==> src/rtl/lsu_pkg.sv <==
// Shared definitions for the load/store unit: funct3 width codes, trap causes,
// FSM states and the request legality checks.
package lsu_pkg;

    localparam logic [2:0] F3_B  = 3'b000;
    localparam logic [2:0] F3_H  = 3'b001;
    localparam logic [2:0] F3_W  = 3'b010;
    localparam logic [2:0] F3_BU = 3'b100;
    localparam logic [2:0] F3_HU = 3'b101;

    localparam logic [1:0] CAUSE_NONE       = 2'b00;
    localparam logic [1:0] CAUSE_MISALIGNED = 2'b01;
    localparam logic [1:0] CAUSE_ILLEGAL    = 2'b10;
    localparam logic [1:0] CAUSE_TIMEOUT    = 2'b11;

    typedef enum logic [1:0] {
        ST_IDLE  = 2'd0,
        ST_ISSUE = 2'd1,
        ST_WAIT  = 2'd2,
        ST_RESP  = 2'd3
    } lsu_state_e;

    function automatic logic is_illegal(input logic load, input logic store,
                                        input logic [2:0] funct3);
        logic load_ok;
        logic store_ok;
        load_ok  = 1'b0;
        store_ok = 1'b0;
        case (funct3)
            F3_B, F3_H, F3_W: begin
                load_ok  = 1'b1;
                store_ok = 1'b1;
            end
            F3_BU, F3_HU: load_ok = 1'b1;
            default: ;
        endcase
        return (load == store) | (store & ~store_ok) | (load & ~load_ok);
    endfunction

    function automatic logic is_misaligned(input logic [2:0] funct3, input logic [1:0] addr_lo);
        logic mis;
        case (funct3)
            F3_H, F3_HU: mis = addr_lo[0];
            F3_W:        mis = |addr_lo;
            default:     mis = 1'b0;
        endcase
        return mis;
    endfunction

endpackage

==> src/rtl/lsu_align.sv <==
// Byte-lane steering: store mask and data replication on the way out,
// lane selection and sign/zero extension of read data on the way back.
module lsu_align
    import lsu_pkg::*;
(
    input  logic [2:0]  funct3,
    input  logic [1:0]  addr_lo,
    input  logic [31:0] wdata,
    input  logic [31:0] rdata,
    output logic [3:0]  mask,
    output logic [31:0] wdata_rep,
    output logic [31:0] rdata_ext
);

    logic [31:0] shifted;

    assign shifted = rdata >> {addr_lo, 3'b000};

    always_comb begin
        mask      = 4'b1111;
        wdata_rep = wdata;
        rdata_ext = shifted;
        case (funct3)
            F3_B, F3_BU: begin
                mask      = 4'b0001 << addr_lo;
                wdata_rep = {4{wdata[7:0]}};
                rdata_ext = funct3[2] ? {24'b0, shifted[7:0]}
                                      : {{24{shifted[7]}}, shifted[7:0]};
            end
            F3_H, F3_HU: begin
                mask      = addr_lo[1] ? 4'b1100 : 4'b0011;
                wdata_rep = {2{wdata[15:0]}};
                rdata_ext = funct3[2] ? {16'b0, shifted[15:0]}
                                      : {{16{shifted[15]}}, shifted[15:0]};
            end
            default: ;
        endcase
    end

endmodule

==> src/rtl/load_store_unit.sv <==
// Single-outstanding data-memory stage: decodes and traps bad requests,
// issues one strobe, waits (bounded) for read data and reports completion.
module load_store_unit
    import lsu_pkg::*;
#(
    parameter int unsigned TIMEOUT = 16
) (
    input  logic        i_clk,
    input  logic        i_rst,
    input  logic        i_valid,
    output logic        o_ready,
    input  logic        i_load,
    input  logic        i_store,
    input  logic [2:0]  i_funct3,
    input  logic [31:0] i_addr,
    input  logic [31:0] i_wdata,
    output logic [31:0] o_dmem_addr,
    output logic        o_dmem_ren,
    output logic        o_dmem_wen,
    output logic [3:0]  o_dmem_mask,
    output logic [31:0] o_dmem_wdata,
    input  logic [31:0] i_dmem_rdata,
    input  logic        i_dmem_rvalid,
    output logic [31:0] o_rdata,
    output logic        o_rvalid,
    output logic        o_done,
    output logic        o_trap,
    output logic [1:0]  o_trap_cause
);

    localparam logic [7:0] TIMEOUT_CNT = TIMEOUT[7:0];

    lsu_state_e  state_q, state_d;
    logic [7:0]  cnt_q, cnt_d;
    logic [2:0]  funct3_q, funct3_d;
    logic [1:0]  addr_lo_q, addr_lo_d;
    logic        is_load_q, is_load_d;
    logic [31:0] dmem_addr_q, dmem_addr_d;
    logic        dmem_ren_q, dmem_ren_d;
    logic        dmem_wen_q, dmem_wen_d;
    logic [3:0]  dmem_mask_q, dmem_mask_d;
    logic [31:0] dmem_wdata_q, dmem_wdata_d;
    logic [31:0] rdata_q, rdata_d;
    logic        rvalid_q, rvalid_d;
    logic        done_q, done_d;
    logic        trap_q, trap_d;
    logic [1:0]  trap_cause_q, trap_cause_d;

    logic        in_idle;
    logic [2:0]  align_funct3;
    logic [1:0]  align_addr_lo;
    logic [3:0]  align_mask;
    logic [31:0] align_wdata;
    logic [31:0] align_rdata;

    // In IDLE the aligner sees the live request; afterwards the latched one.
    assign in_idle       = (state_q == ST_IDLE);
    assign align_funct3  = in_idle ? i_funct3 : funct3_q;
    assign align_addr_lo = in_idle ? i_addr[1:0] : addr_lo_q;

    lsu_align u_align (
        .funct3    (align_funct3),
        .addr_lo   (align_addr_lo),
        .wdata     (i_wdata),
        .rdata     (i_dmem_rdata),
        .mask      (align_mask),
        .wdata_rep (align_wdata),
        .rdata_ext (align_rdata)
    );

    always_comb begin
        state_d      = state_q;
        cnt_d        = cnt_q;
        funct3_d     = funct3_q;
        addr_lo_d    = addr_lo_q;
        is_load_d    = is_load_q;
        dmem_addr_d  = dmem_addr_q;
        dmem_mask_d  = dmem_mask_q;
        dmem_wdata_d = dmem_wdata_q;
        rdata_d      = rdata_q;
        trap_cause_d = trap_cause_q;
        dmem_ren_d   = 1'b0;
        dmem_wen_d   = 1'b0;
        rvalid_d     = 1'b0;
        done_d       = 1'b0;
        trap_d       = 1'b0;

        case (state_q)
            ST_IDLE: begin
                if (i_valid) begin
                    if (is_illegal(i_load, i_store, i_funct3)) begin
                        trap_d       = 1'b1;
                        trap_cause_d = CAUSE_ILLEGAL;
                    end else if (is_misaligned(i_funct3, i_addr[1:0])) begin
                        trap_d       = 1'b1;
                        trap_cause_d = CAUSE_MISALIGNED;
                    end else begin
                        funct3_d     = i_funct3;
                        addr_lo_d    = i_addr[1:0];
                        is_load_d    = i_load;
                        dmem_addr_d  = {i_addr[31:2], 2'b00};
                        dmem_mask_d  = align_mask;
                        dmem_wdata_d = align_wdata;
                        dmem_ren_d   = i_load;
                        dmem_wen_d   = i_store;
                        state_d      = ST_ISSUE;
                    end
                end
            end
            ST_ISSUE: begin
                // ISSUE is the first cycle a read return can arrive, so it counts as one.
                cnt_d = 8'd1;
                if (!is_load_q) begin
                    done_d  = 1'b1;
                    state_d = ST_RESP;
                end else if (i_dmem_rvalid) begin
                    rdata_d  = align_rdata;
                    rvalid_d = 1'b1;
                    state_d  = ST_RESP;
                end else begin
                    state_d = ST_WAIT;
                end
            end
            ST_WAIT: begin
                cnt_d = cnt_q + 8'd1;
                if (i_dmem_rvalid) begin
                    rdata_d  = align_rdata;
                    rvalid_d = 1'b1;
                    state_d  = ST_RESP;
                end else if (cnt_d == TIMEOUT_CNT) begin
                    trap_d       = 1'b1;
                    trap_cause_d = CAUSE_TIMEOUT;
                    state_d      = ST_IDLE;
                end
            end
            ST_RESP: state_d = ST_IDLE;
            default: state_d = ST_IDLE;
        endcase
    end

    always_ff @(posedge i_clk) begin
        if (i_rst) begin
            state_q      <= ST_IDLE;
            cnt_q        <= '0;
            funct3_q     <= '0;
            addr_lo_q    <= '0;
            is_load_q    <= 1'b0;
            dmem_addr_q  <= '0;
            dmem_ren_q   <= 1'b0;
            dmem_wen_q   <= 1'b0;
            dmem_mask_q  <= '0;
            dmem_wdata_q <= '0;
            rdata_q      <= '0;
            rvalid_q     <= 1'b0;
            done_q       <= 1'b0;
            trap_q       <= 1'b0;
            trap_cause_q <= CAUSE_NONE;
        end else begin
            state_q      <= state_d;
            cnt_q        <= cnt_d;
            funct3_q     <= funct3_d;
            addr_lo_q    <= addr_lo_d;
            is_load_q    <= is_load_d;
            dmem_addr_q  <= dmem_addr_d;
            dmem_ren_q   <= dmem_ren_d;
            dmem_wen_q   <= dmem_wen_d;
            dmem_mask_q  <= dmem_mask_d;
            dmem_wdata_q <= dmem_wdata_d;
            rdata_q      <= rdata_d;
            rvalid_q     <= rvalid_d;
            done_q       <= done_d;
            trap_q       <= trap_d;
            trap_cause_q <= trap_cause_d;
        end
    end

    assign o_ready      = in_idle;
    assign o_dmem_addr  = dmem_addr_q;
    assign o_dmem_ren   = dmem_ren_q;
    assign o_dmem_wen   = dmem_wen_q;
    assign o_dmem_mask  = dmem_mask_q;
    assign o_dmem_wdata = dmem_wdata_q;
    assign o_rdata      = rdata_q;
    assign o_rvalid     = rvalid_q;
    assign o_done       = done_q;
    assign o_trap       = trap_q;
    assign o_trap_cause = trap_cause_q;

endmodule

==> config.mk <==
export PLATFORM = sky130hd
export DESIGN_NAME = load_store_unit
export DESIGN_NICKNAME = d
export VERILOG_FILES = /design/src/rtl/lsu_pkg.sv /design/src/rtl/lsu_align.sv /design/src/rtl/load_store_unit.sv
export SDC_FILE = /design/constraint.sdc
export NUM_CORES = 1
export LEC_CHECK = 0
export CAP_MARGIN = 20
export CORE_AREA = 2 2 125 127
export CTS_BUF_LIST = sky130_fd_sc_hd__clkbuf_4 sky130_fd_sc_hd__clkbuf_8
export DETAILED_ROUTE_END_ITERATION = 10
export DIE_AREA = 0 0 127 129
export DONT_BUFFER_PORTS = 1
export PLACE_DENSITY_LB_ADDON = 0.1
export SLEW_MARGIN = 0
export SYNTH_ARGS = -nofsm -noshare
export SYNTH_HDL_FRONTEND = slang
export SYNTH_HIERARCHICAL = 1
export SYNTH_SLANG_ARGS = --single-unit
export TNS_END_PERCENT = 10
==> constraint.sdc <==
create_clock -name i_clk -period 4.11 [get_ports i_clk]
set_clock_uncertainty 0.15 [all_clocks]
set_input_delay 0.411 -clock i_clk [delete_from_list [all_inputs] [get_ports i_clk]]
set_output_delay 0.411 -clock i_clk [all_outputs]
set_load 0.02 [all_outputs]
Word-level counts from Yosys, hierarchy flattened
Cells that the tools add are included.

storage, ports and cells
  memory bits (read-only) = 0
  memories kept = 0
  bits in latches = 0
  output and inout port bits = 108
  memory bits (writable) = 0
  flip-flop bits (word level) = 121
  input bits = 105
  word-level logic and storage cells = 112

cells by class
  multiply operators = 0
  multiplexer cells = 46
  $lt $le $gt $ge = 0
  reduce and logical (&&, ||, !) cells = 17
  add/sub/neg operators = 1
  shifts and indexed selects = 2
  div/mod/pow operators = 0
  eq/ne operators = 20
  bitwise operators = 11

operator list
  operator                                                         number
  32-bit one-hot mux with 2 select lines                           3
  32-bit 2-to-1 mux                                                4
  32-bit by 5-bit >> shifter with 32-bit output                    1
  2-bit 2-to-1 mux                                                 11
  1-bit 2-to-1 mux                                                 19
  8-bit one-hot mux with 2 select lines                            1
  3-bit == test, second input constant                             4
  2-bit != test, second input constant                             6
  2-bit OR reduction                                               5
  5-bit OR reduction                                               2
  8-bit by 1-bit adder with 8-bit output, second input constant    1
  8-bit by 5-bit == test with 1-bit output, second input constant  1
  2-bit one-hot mux with 4 select lines                            1
  4-bit one-hot mux with 2 select lines                            1
  4-bit AND reduction                                              2
  1-bit inverter                                                   7
  3-bit by 1-bit == test with 1-bit output, second input constant  2
  3-bit zero test                                                  2
  1-bit one-hot mux with 2 select lines                            3
  5-bit AND reduction                                              1
  2-bit == test, second input constant                             2
  4-bit 2-to-1 mux                                                 1
  2-bit one-hot mux with 2 select lines                            1
  2-bit nonzero test                                               2
  12 further kinds                                                 14

Depth between registers and ports, before layout
Gate-level depths: netlist (run 1).

  word-level depth = 16
  depth in mapped cells = 11
  gate-level depth less buffers = 8

Hierarchy
Netlist (run 1), hierarchy kept.

modules (own cells, without submodules)
  module           times used  area each (µm²)  cells an instance  sequential area each (µm²)
  load_store_unit  1           4670.7           501                2422.3
  lsu_align        1           1271.2           182                0.0

Worst setup path after synthesis (run 1)
Ideal clock, no wire load.

  kind = reg2reg
  start point = reg state_q[1]
  end point = reg dmem_wdata_q[10] (netlist: o_dmem_wdata[10])
  data required time = 3.832 ns
  setup time = 0.128 ns
  cell stages (with the launch flop) = 11
  slack = 1.254 ns
  arrival = 2.579 ns
  path buffers = 3
  period minus slack after synthesis = 2.856 ns
  path through = dfxtp_1 > inv_1 > ha_1 > buf_1 > mux2_2 > buf_2 > nor2_2 > buf_4 > mux2_2 > mux2i_1 > nor2_1

between the ends
  word-level cells in the longest chain between the ends = 5
  elaborated cells on any way between the ends = 10
  those cells by class = 3 x eq/ne; 2 x mux; 5 x reduce/logical

RTL lines
  item                                                              line                    text
  start: declaration                                                load_store_unit.sv:33   lsu_state_e state_q, state_d;
  start signal: assignment                                          load_store_unit.sv:159  state_q <= state_d;
  2-bit zero test *                                                 load_store_unit.sv:57   assign in_idle = (state_q == ST_IDLE);
  via o_ready                                                       load_store_unit.sv:11   output logic o_ready,
  3-bit 2-to-1 mux *                                                load_store_unit.sv:58   assign align_funct3 = in_idle ? i_funct3 : funct3_q;
  via align_funct3[1]                                               load_store_unit.sv:50   logic [2:0] align_funct3;
  3-bit by 1-bit == test with 1-bit output (tied with other cells)  lsu_align.sv:23         case (funct3)
  2-bit OR reduction                                                lsu_align.sv:23
  32-bit one-hot mux with 2 select lines *                          lsu_align.sv:23
  via align_wdata[10]                                               load_store_unit.sv:53   logic [31:0] align_wdata;
  end signal: assignment                                            load_store_unit.sv:168  dmem_wdata_q <= dmem_wdata_d;
  end: declaration                                                  load_store_unit.sv:42   logic [31:0] dmem_wdata_q, dmem_wdata_d;

Mark *: on every way through the listed nets, which the timed path passes. The rest lies on a longest branch.
A chain may end at the register's enable or synchronous reset.

Worst setup path after layout (run 1)
  start point = reg state_q[0]
  end point = reg rdata_q[17] (netlist: o_rdata[17])

between the ends
  word-level cells in the longest chain between the ends = 8
  elaborated cells on any way between the ends = 21
  those cells by class = 6 x eq/ne; 1 x shift; 8 x mux; 6 x reduce/logical

RTL lines
  item                                             line                                            text
  2-bit zero test *                                load_store_unit.sv:57
  2-bit 2-to-1 mux *                               load_store_unit.sv:59                           assign align_addr_lo = in_idle ? i_addr[1:0] : addr_lo_q;
  via align_addr_lo[0]                             load_store_unit.sv:51                           logic [1:0] align_addr_lo;
  32-bit by 5-bit >> shifter with 32-bit output *  lsu_align.sv:17                                 assign shifted = rdata >> {addr_lo, 3'b000};
  32-bit 2-to-1 mux, on equally long branches      lsu_align.sv:33, lsu_align.sv:27
  32-bit one-hot mux with 2 select lines *         lsu_align.sv:23
  via align_rdata[17]                              load_store_unit.sv:54                           logic [31:0] align_rdata;
  32-bit 2-to-1 mux *                              load_store_unit.sv:116, load_store_unit.sv:126
  32-bit 2-to-1 mux                                load_store_unit.sv:113                          if (!is_load_q) begin
  32-bit one-hot mux with 2 select lines *         load_store_unit.sv:88                           case (state_q)
  end signal: assignment                           load_store_unit.sv:169                          rdata_q <= rdata_d;
  end: declaration                                 load_store_unit.sv:43                           logic [31:0] rdata_q, rdata_d;

Mark *: on every way through the listed nets, which the timed path passes. The rest lies on a longest branch. The select of a mux whose other input is x is not followed.

==> metrics.md, run 1 <==
| Metric | Value |
|---|---|
| Worst Reg-to-Reg Cells | `8` |
| TritonCTS clock tree | `built` |
| Post-DP HPWL | `10.8 mm` |
| I/O Pins | `213` |
| Critical Path RT | `4260 ps` |
| DRC | `0` |
| Fmax | `0.326 GHz` |
| Clock power share | `39.3%` |
| Skew-Pair Late Insertion Delay | `440 ps` |
| Share of the clock period used by the worst path | `74.6%` |
| Post-synth EDFFs | `0` |
| Crit path from | `state_q[0]` |
| Net Sw Power | `0.870 mW` |
| PnR worst setup slack | `1040 ps` |
| Post-Synthesis Cells | `683` |
| Hold Fails Final Rpt | `0` |
| First-pass GRT wire length | `25.2 mm` |
| Asr flop ratio synth | `0%` |
| RSZ-0062 raised after global routing | `no` |
| Synth cell types | `52` |
| Cell Rows | `45` |
| Clock-pin slew on the worst setup and hold paths | `70 ps` |
| Die W | `127 um` |
| Kind of critical path | `reg2reg` |
| Top FF cell, synth | `dfxtp_1` |
| WHS | `76.6 ps` |
| Setup tns final | `0 ps` |
| Vias in the first global route | `4,888` |
| Multi-input gate area | `0.00314 sq mm` |
| Filler cells | `1,477` |
| Startpoint types | `flip-flop` |
| Commonest non-fill, non-tap cell in the layout | `dfxtp_1` |
| WL/cell | `18.0 um` |
| Leak pwr | `2.43 nW` |
| Outcome | `completed` |
| Worst hold start | `i_valid` |
| Placement Setup Slack | `1090 ps` |
| Sequential share of power | `42.8%` |
| Min Tclk post-route | `3070 ps` |
| Flops & latches, synth | `121` |
| Final net count | `807` |
| Storage element area | `0.00242 sq mm` |
| Total Routing Usage GR | `19.5%` |
| Max clock buf depth | `2` |
| Resized cells post-CTS | `0` |
| Most frequent cells in the layout | `dfxtp_1 (121), nand2_1 (114), nor2_1 (95)` |
| CP peak stage delay | `680 ps` |
| CP most frequent cell | `mux2_2` |
| Post-synthesis sequential area ratio | `40.8%` |
| Crit path DAT | `3220 ps` |
| CTS Buf Count | `17` |
| Initial core utilization | `39.7%` |
| VDD IR max | `0.241 mV` |
| Final core occ | `45.7%` |
| Inserted Diodes | `0` |
| Vias | `4,879` |
| Ys Warns | `6` |
| Final setup fails | `0` |
| Vias/cell | `5.43` |
| P per Cell Area | `440 mW/mm^2` |
| Hold EP | `o_trap_cause[1]` |
| Pint | `2.14 mW` |
| Largest net degree at the start of global routing | `118` |
| DRT iter0 DRCs | `383` |
| Relative slew slack | `54.4%` |
| Root Driver | `clkbuf_8` |
| Count of input and output buffers | `0` |
| Comb pwr share | `17.8%` |
| # Post-CTS Setup Buffers | `0` |
| DRT antenna net count | `0` |
| Crit-path cells | `inv_1 -> ha_1 -> mux2_2 -> mux2_2 -> a32oi_4 -> o211ai_1 -> nand2_1 -> a21oi_1` |
| Synth area leader | `dfxtp_1` |
| Drt total wl | `16.2 mm` |
| Die ar. | `0.0164 sq mm` |
| Maxcap violations | `0` |
| Total gr overflow | `0` |
| Area contributors post-synth | `dfxtp_1 (41%), mux2i_1 (15%), nand2_1 (7.2%)` |
| Synth Area per Inst | `8.70 sq um` |
| Crit Reg-Reg Startpoint | `state_q[0]` |
| Synth top area share | `40.8%` |
| Sw Share | `28.9%` |
| CP max FO | `29` |
| Crit. End Element | `flip-flop` |
| Worst hold path depth | `3` |
| Clock sink total | `121` |
| Worst r2r dst | `o_rdata[17]` |
| Detailed Routing Iterations Pass 1 | `4` |
| Htree depth | `4` |
| Mapped Area | `0.00594 sq mm` |
| Die height | `129 um` |
| Reg2reg setup slack | `1040 ps` |
| Max-slew violations | `0` |
| Slowest cell on crit path | `mux2_2` |
| Worst hold path class | `in2reg` |
| Initial antenna violation count | `0` |
| Core box area | `0.0150 sq mm` |
| Area grow syn2layout | `15.2%` |
| RD Place Congestion | `0.812` |
| Share of layout cells above drive strength 1 | `11.1%` |
| Worst-Margin Slew | `685 ps` |
==> synth_stat cells (all sizes together) (6+ instances only) <==
master	n
o211ai	17
a21oi	47
o41ai	7
o21ai	23
nand3	7
dfxtp	121
inv	9
nor2	96
a211oi	6
mux2i	88
nand2	114
nor3	10
mux2	31
clkbuf	25
buf	35
==> worst max-delay path: cells and delay by family (launching register included) <==
kind / cells / cell delay [ps]
buf+inv: 1 / 90
compound gates: 3 / 850
simple gates: 1 / 110
fa+ha+maj: 1 / 220
flops: 1 / 360
mux: 2 / 1140
==> power by group through the flow <==
| stage | Clock [mW] | Combinational [mW] | Sequential, mW |
|---|---|---|---|
| 2_1_floorplan | 0 | 0.437 | 1.30 |
| 3_3_place_gp | 0 | 0.472 | 1.32 |
| 3_5_place_dp | 0 | 0.479 | 1.32 |
| 4_1_cts | 1.22 | 0.537 | 1.29 |
| 5_1_grt | 1.26 | 0.593 | 1.29 |
| 6_report | 1.18 | 0.537 | 1.29 |
==> stage by stage <==
stage / cells / total power [mW] / area (sq um)
CTS: 898 / 3.05 / 6820
detailed placement: 818 / 1.79 / 5880
floorplan: 684 / 1.74 / 5950
finish: 899 / 3.01 / 6850
global route: 899 / 3.15 / 6850
global placement: 818 / 1.79 / 5880
==> per-layer routing <==
metal  up-vias  track usage [%]  wire length, um
li1       2381                -                -
met1      2295             21.3             6280
met2       176             33.9             8020
met3        27             8.32             1570
met4         0             7.30              298
met5         -                0                0
==> registers in the layout, summed over array words and instances, names as in the netlist <==
register and flops:
funct3_q 3, o_done 1, o_dmem_ren 1, o_rvalid 1
cnt_q 8, state_q 2, o_trap 1, addr_lo_q 2
o_dmem_mask 4, is_load_q 1, o_dmem_wdata 32, o_rdata 32
o_trap_cause 2, o_dmem_addr 30, o_dmem_wen 1
==> area by class of cell <==
class                      count  share of cell area [%]
inverter                       9                   0.494
tap                          188                    3.44
clock buffer                  20                    3.84
clock inverter                12                    2.52
sequential                   121                    35.4
timing repair buffer          55                    8.52
multi-input combinational    494                    45.8
==> repair_timing <==
action	in CTS	in global routing
endpoints found under the hold margin	119	0
hold buffers	48	0
endpoints found under the setup margin	0	0
==> worst max-delay path by stage <==
| stage | depth (start not counted) | end |
|---|---|---|
| global placement | 8 | o_rdata[17] |
| global route | 8 | o_rdata[17] |
| finish | 8 | o_rdata[17] |
| CTS | 8 | o_rdata[17] |
| detailed placement | 8 | o_rdata[17] |
| floorplan | 10 | o_dmem_wdata[10] |
==> cell families after synthesis <==
| logic type | Yosys count | share of synthesized area, % |
|---|---|---|
| mux | 119 | 20.8 |
| fa+ha+maj | 4 | 0.842 |
| simple gates | 249 | 17.4 |
| buf+inv | 69 | 6.65 |
| other cells | 1 | 0.0631 |
| flops | 121 | 40.8 |
| compound gates | 120 | 13.4 |
No activity file was read; power rests on OpenSTA's default activity.
==> inputs of run 2 (changes only) <==
--- a/config.mk
+++ b/config.mk
@@ -5,11 +5,12 @@
 export SDC_FILE = /design/constraint.sdc
 export NUM_CORES = 1
 export LEC_CHECK = 0
+export ABC_AREA = 1
 export CAP_MARGIN = 20
-export CORE_AREA = 2 2 125 127
+export CORE_AREA = 2 2 123 125
 export CTS_BUF_LIST = sky130_fd_sc_hd__clkbuf_4 sky130_fd_sc_hd__clkbuf_8
 export DETAILED_ROUTE_END_ITERATION = 10
-export DIE_AREA = 0 0 127 129
+export DIE_AREA = 0 0 125 127
 export DONT_BUFFER_PORTS = 1
 export PLACE_DENSITY_LB_ADDON = 0.1
 export SLEW_MARGIN = 0
==> constraint.sdc (replaced) <==
create_clock -name i_clk -period 2.6 [get_ports i_clk]
set_clock_uncertainty 0.15 [all_clocks]
set_input_delay 0.26 -clock i_clk [delete_from_list [all_inputs] [get_ports i_clk]]
set_output_delay 0.26 -clock i_clk [all_outputs]
set_load 0.02 [all_outputs]
==> run 2 against run 1 <==
Hold slack worse by 33 ps. Design area up 4.1%. Synthesized cell count up 26%. Clock power up 44%. Critical path depth up 1. Power up 93%. Flip-flop and latch count unchanged.
==> metrics.md, run 2 <==
| Metric | Value |
|---|---|
| Inserted Diodes | `0 (unchanged)` |
| Synth cell types | `29 (-44%)` |
| Critical path depth in cells | `9 (+1)` |
| TritonCTS clock tree | `built` |
| Post-placement cell count | `1,004 (+23%)` |
| Detailed Routing Iterations Pass 1 | `5 (+1)` |
| Worst-Margin Slew | `618 ps (-66.9 ps)` |
| Synth area leader | `dfxtp_1` |
| Critical Path RT | `2830 ps (-1430 ps)` |
| VDD IR max | `0.390 mV (+62%)` |
| Post-synthesis sequential area ratio | `42.1% (+1.3 points)` |
| Initial antenna violation count | `0 (unchanged)` |
| Placement Setup Slack | `176 ps (-915 ps)` |
| P per Cell Area | `816 mW/mm^2 (+86%)` |
| DRT antenna net count | `0 (unchanged)` |
| Hold Fails Final Rpt | `0 (unchanged)` |
| Setup tns final | `0 ps (unchanged)` |
| Fin cells | `1,124 (+25%)` |
| Crit path DAT | `2610 ps (-610 ps)` |
| Synth Area per Inst | `6.69 sq um (-23%)` |
| Placed cell area | `0.00580 sq mm (-1.5%)` |
| Clock-pin slew on the worst setup and hold paths | `80 ps (about the same)` |
| Worst Reg-to-Reg Cells | `9 (+1)` |
| I/O Pins | `213 (unchanged)` |
| Drt total wl | `18.5 mm (+15%)` |
| Most frequent cells in the layout | `nand2_1 (290), dfxtp_1 (121), a21oi_1 (98)` |
| CTS Buf Count | `17 (unchanged)` |
| Maxcap violations | `0 (unchanged)` |
| Post-synth EDFFs | `0 (unchanged)` |
| Root Driver | `clkbuf_8` |
| Die W | `125 um (-1.6%)` |
| Total gr overflow | `0 (unchanged)` |
| Share of layout cells above drive strength 1 | `7.45% (-3.7 points)` |
| Htree depth | `4 (unchanged)` |
| Die height | `127 um (-1.6%)` |
| Outcome | `completed` |
| CP max FO | `18 (-38%)` |
| Most common cell in the netlist | `nand2_1` |
| Kind of critical path | `reg2reg` |
| Max clock buf depth | `2 (unchanged)` |
| Filler cells | `1,457 (-1.4%)` |
| Commonest non-fill, non-tap cell in the layout | `nand2_1` |
| Startpoint types | `flip-flop` |
| Clock sink total | `121 (unchanged)` |
| PnR worst setup slack | `219 ps (-825 ps)` |
| RD Place Congestion | `0.876 (+7.8%)` |
| Crit. End Element | `flip-flop` |
| WL/cell | `16.5 um (-8.3%)` |
| Final Cell Area | `0.00712 sq mm (+4.1%)` |
| Tot Pwr | `5.81 mW (+93%)` |
| Share of the clock period used by the worst path | `91.6% (+17 points)` |
| Vias in the first global route | `5,734 (+17%)` |
| Area contributors post-synth | `dfxtp_1 (42%), nand2_1 (19%), a21oi_1 (8.5%)` |
| Reg2reg setup slack | `220 ps (-830 ps)` |
| Skew-Pair Late Insertion Delay | `440 ps (about the same)` |
| DRT iter0 DRCs | `317 (-17%)` |
| Crit path from | `state_q[0]` |
| Crit path max-delay family | `buffers and inverters` |
| Crit-path cells | `inv_1 -> ha_1 -> o21ai_4 -> buf_6 -> nand2_1 -> nand2_1 -> dlygate4sd3_1 -> nand2_1 -> a21oi_1` |
| Ys Warns | `6 (unchanged)` |
| Mapped Area | `0.00576 sq mm (-3.1%)` |
| Total Routing Usage GR | `22.7% (+3.2 points)` |
| Die ar. | `0.0159 sq mm (-3.1%)` |
| Final net count | `1,037 (+29%)` |
| Largest net degree at the start of global routing | `79 (-33%)` |
| Asr flop ratio synth | `0% (unchanged)` |
| Vias | `5,900 (+21%)` |
| Commonest cells in the synthesized netlist | `nand2_1 (290), dfxtp_1 (121), a21oi_1 (98)` |
| Slowest cell on crit path | `dlygate4sd3_1` |
| Cell Rows | `44 (-2.2%)` |
| CP Buf/Inv Count | `3 (+2)` |
| CP peak stage delay | `560 ps (-120 ps)` |
| Leak pwr | `3.01 nW (+24%)` |
| Worst setup path end | `o_dmem_wdata[21]` |
| WHS | `43.8 ps (-32.8 ps)` |
| Count of input and output buffers | `0 (unchanged)` |
| Vias/cell | `5.25 (-3.3%)` |
| Relative slew slack | `58.8% (+4.4 points)` |
| Initial core utilization | `39.9% (+0.24 points)` |
| Max-slew violations | `0 (unchanged)` |
| DRC | `0 (unchanged)` |
| Min Tclk post-route | `2380 ps (-685 ps)` |
| Area grow syn2layout | `23.7%` |
| Post-Synthesis Cells | `860 (+26%)` |
| Core box area | `0.0144 sq mm (-3.7%)` |
| Flops & latches, synth | `121 (unchanged)` |
| First-pass GRT wire length | `28.9 mm (+15%)` |
| Crit Reg-Reg Startpoint | `state_q[0]` |
| Storage element area | `0.00242 sq mm (unchanged)` |
| CP most frequent cell | `nand2_1` |
| Post-DP HPWL | `12.6 mm (+17%)` |
| Multi-input gate area | `0.00281 sq mm (-10%)` |
| Synth top area share | `42.1% (+1.3 points)` |
| Fmax | `0.420 GHz (+29%)` |
| Final setup fails | `0 (unchanged)` |
| Worst r2r dst | `o_dmem_wdata[21]` |
| Final core occ | `49.4% (+3.7 points)` |
| Top FF cell, synth | `dfxtp_1` |
| # Post-CTS Setup Buffers | `0 (unchanged)` |
| Worst hold path class | `in2reg` |
[run 2: cell count changes in the layout (fill, tap and decap cells not counted), sizes merged, moves of 10 or more]
| cell | before | now |
|---|---|---|
| nand2 | 114 | 295 |
| mux2i | 88 | 0 |
| o21ai | 23 | 75 |
| a21oi | 47 | 98 |
| inv | 10 | 59 |
| dlygate4sd3 | 47 | 88 |
| nand3 | 7 | 48 |
| mux2 | 31 | 0 |
| buf | 8 | 21 |
| nor2 | 96 | 83 |
| nor3 | 10 | 0 |
[run 2: cells by family after synthesis]
logic type / count (synthesis) / synth area share, %
other cells: 1 / 0.0651
buf+inv: 116 / 9.78
simple gates: 432 / 30.5
compound gates: 186 / 16.7
flops: 121 / 42.1
fa+ha+maj: 4 / 0.869
[run 2: power by group]
group          switching [mW]  internal (mW)
clock network           0.816          0.880
logic                    1.20          0.674
registers               0.248           1.99
total                    2.26           3.55
[run 2: area by class of cell]
| type | instances | area share (%) |
|---|---|---|
| Multi-Input combinational cell | 624 | 39.4 |
| Sequential cell | 121 | 34.0 |
| Timing Repair Buffer | 109 | 14.9 |
| Clock buffer | 18 | 3.48 |
| Tap cell | 184 | 3.23 |
| Inverter | 55 | 2.93 |
| Clock inverter | 13 | 2.02 |
[run 2: timing repair]
action	4_1_cts	5_1_grt
hold buffers	89	0
gates resized for setup	0	4
setup endpoints to repair	0	22
hold endpoints to repair	99	0
[run 2: worst min path at each step]
| stage | startpoint | end | slack (ps) | cells after the start |
|---|---|---|---|---|
| after global placement | i_rst | o_dmem_addr[13] | 180 | 1 |
| after CTS | i_dmem_rdata[9] | o_rdata[1] | 20 | 4 |
| after floorplan | i_store | o_dmem_wen | 220 | 2 |
| after global routing | i_rst | o_done | 40 | 2 |
| final | i_rst | o_done | 40 | 2 |
| after detailed placement | i_rst | o_dmem_addr[13] | 190 | 1 |
[run 2: per-layer routing]
layer	wire length [um]	vias up	share of wire, %	GRT usage (%)
met4	410	0	2.2	8.56
met5	0	-	0	0
met2	9180	226	50	40.2
li1	-	2894	-	-
met3	1510	33	8.1	8.12
met1	7430	2747	40	25.2
[run 2: worst register-to-register path, stage by stage (launching register included)]
cell and delay [ps]:
dfxtp_1 380, inv_1 90, ha_1 290, o21ai_4 290, buf_6 230, nand2_1 80, nand2_1 70, dlygate4sd3_1 560
nand2_1 60, a21oi_1 130
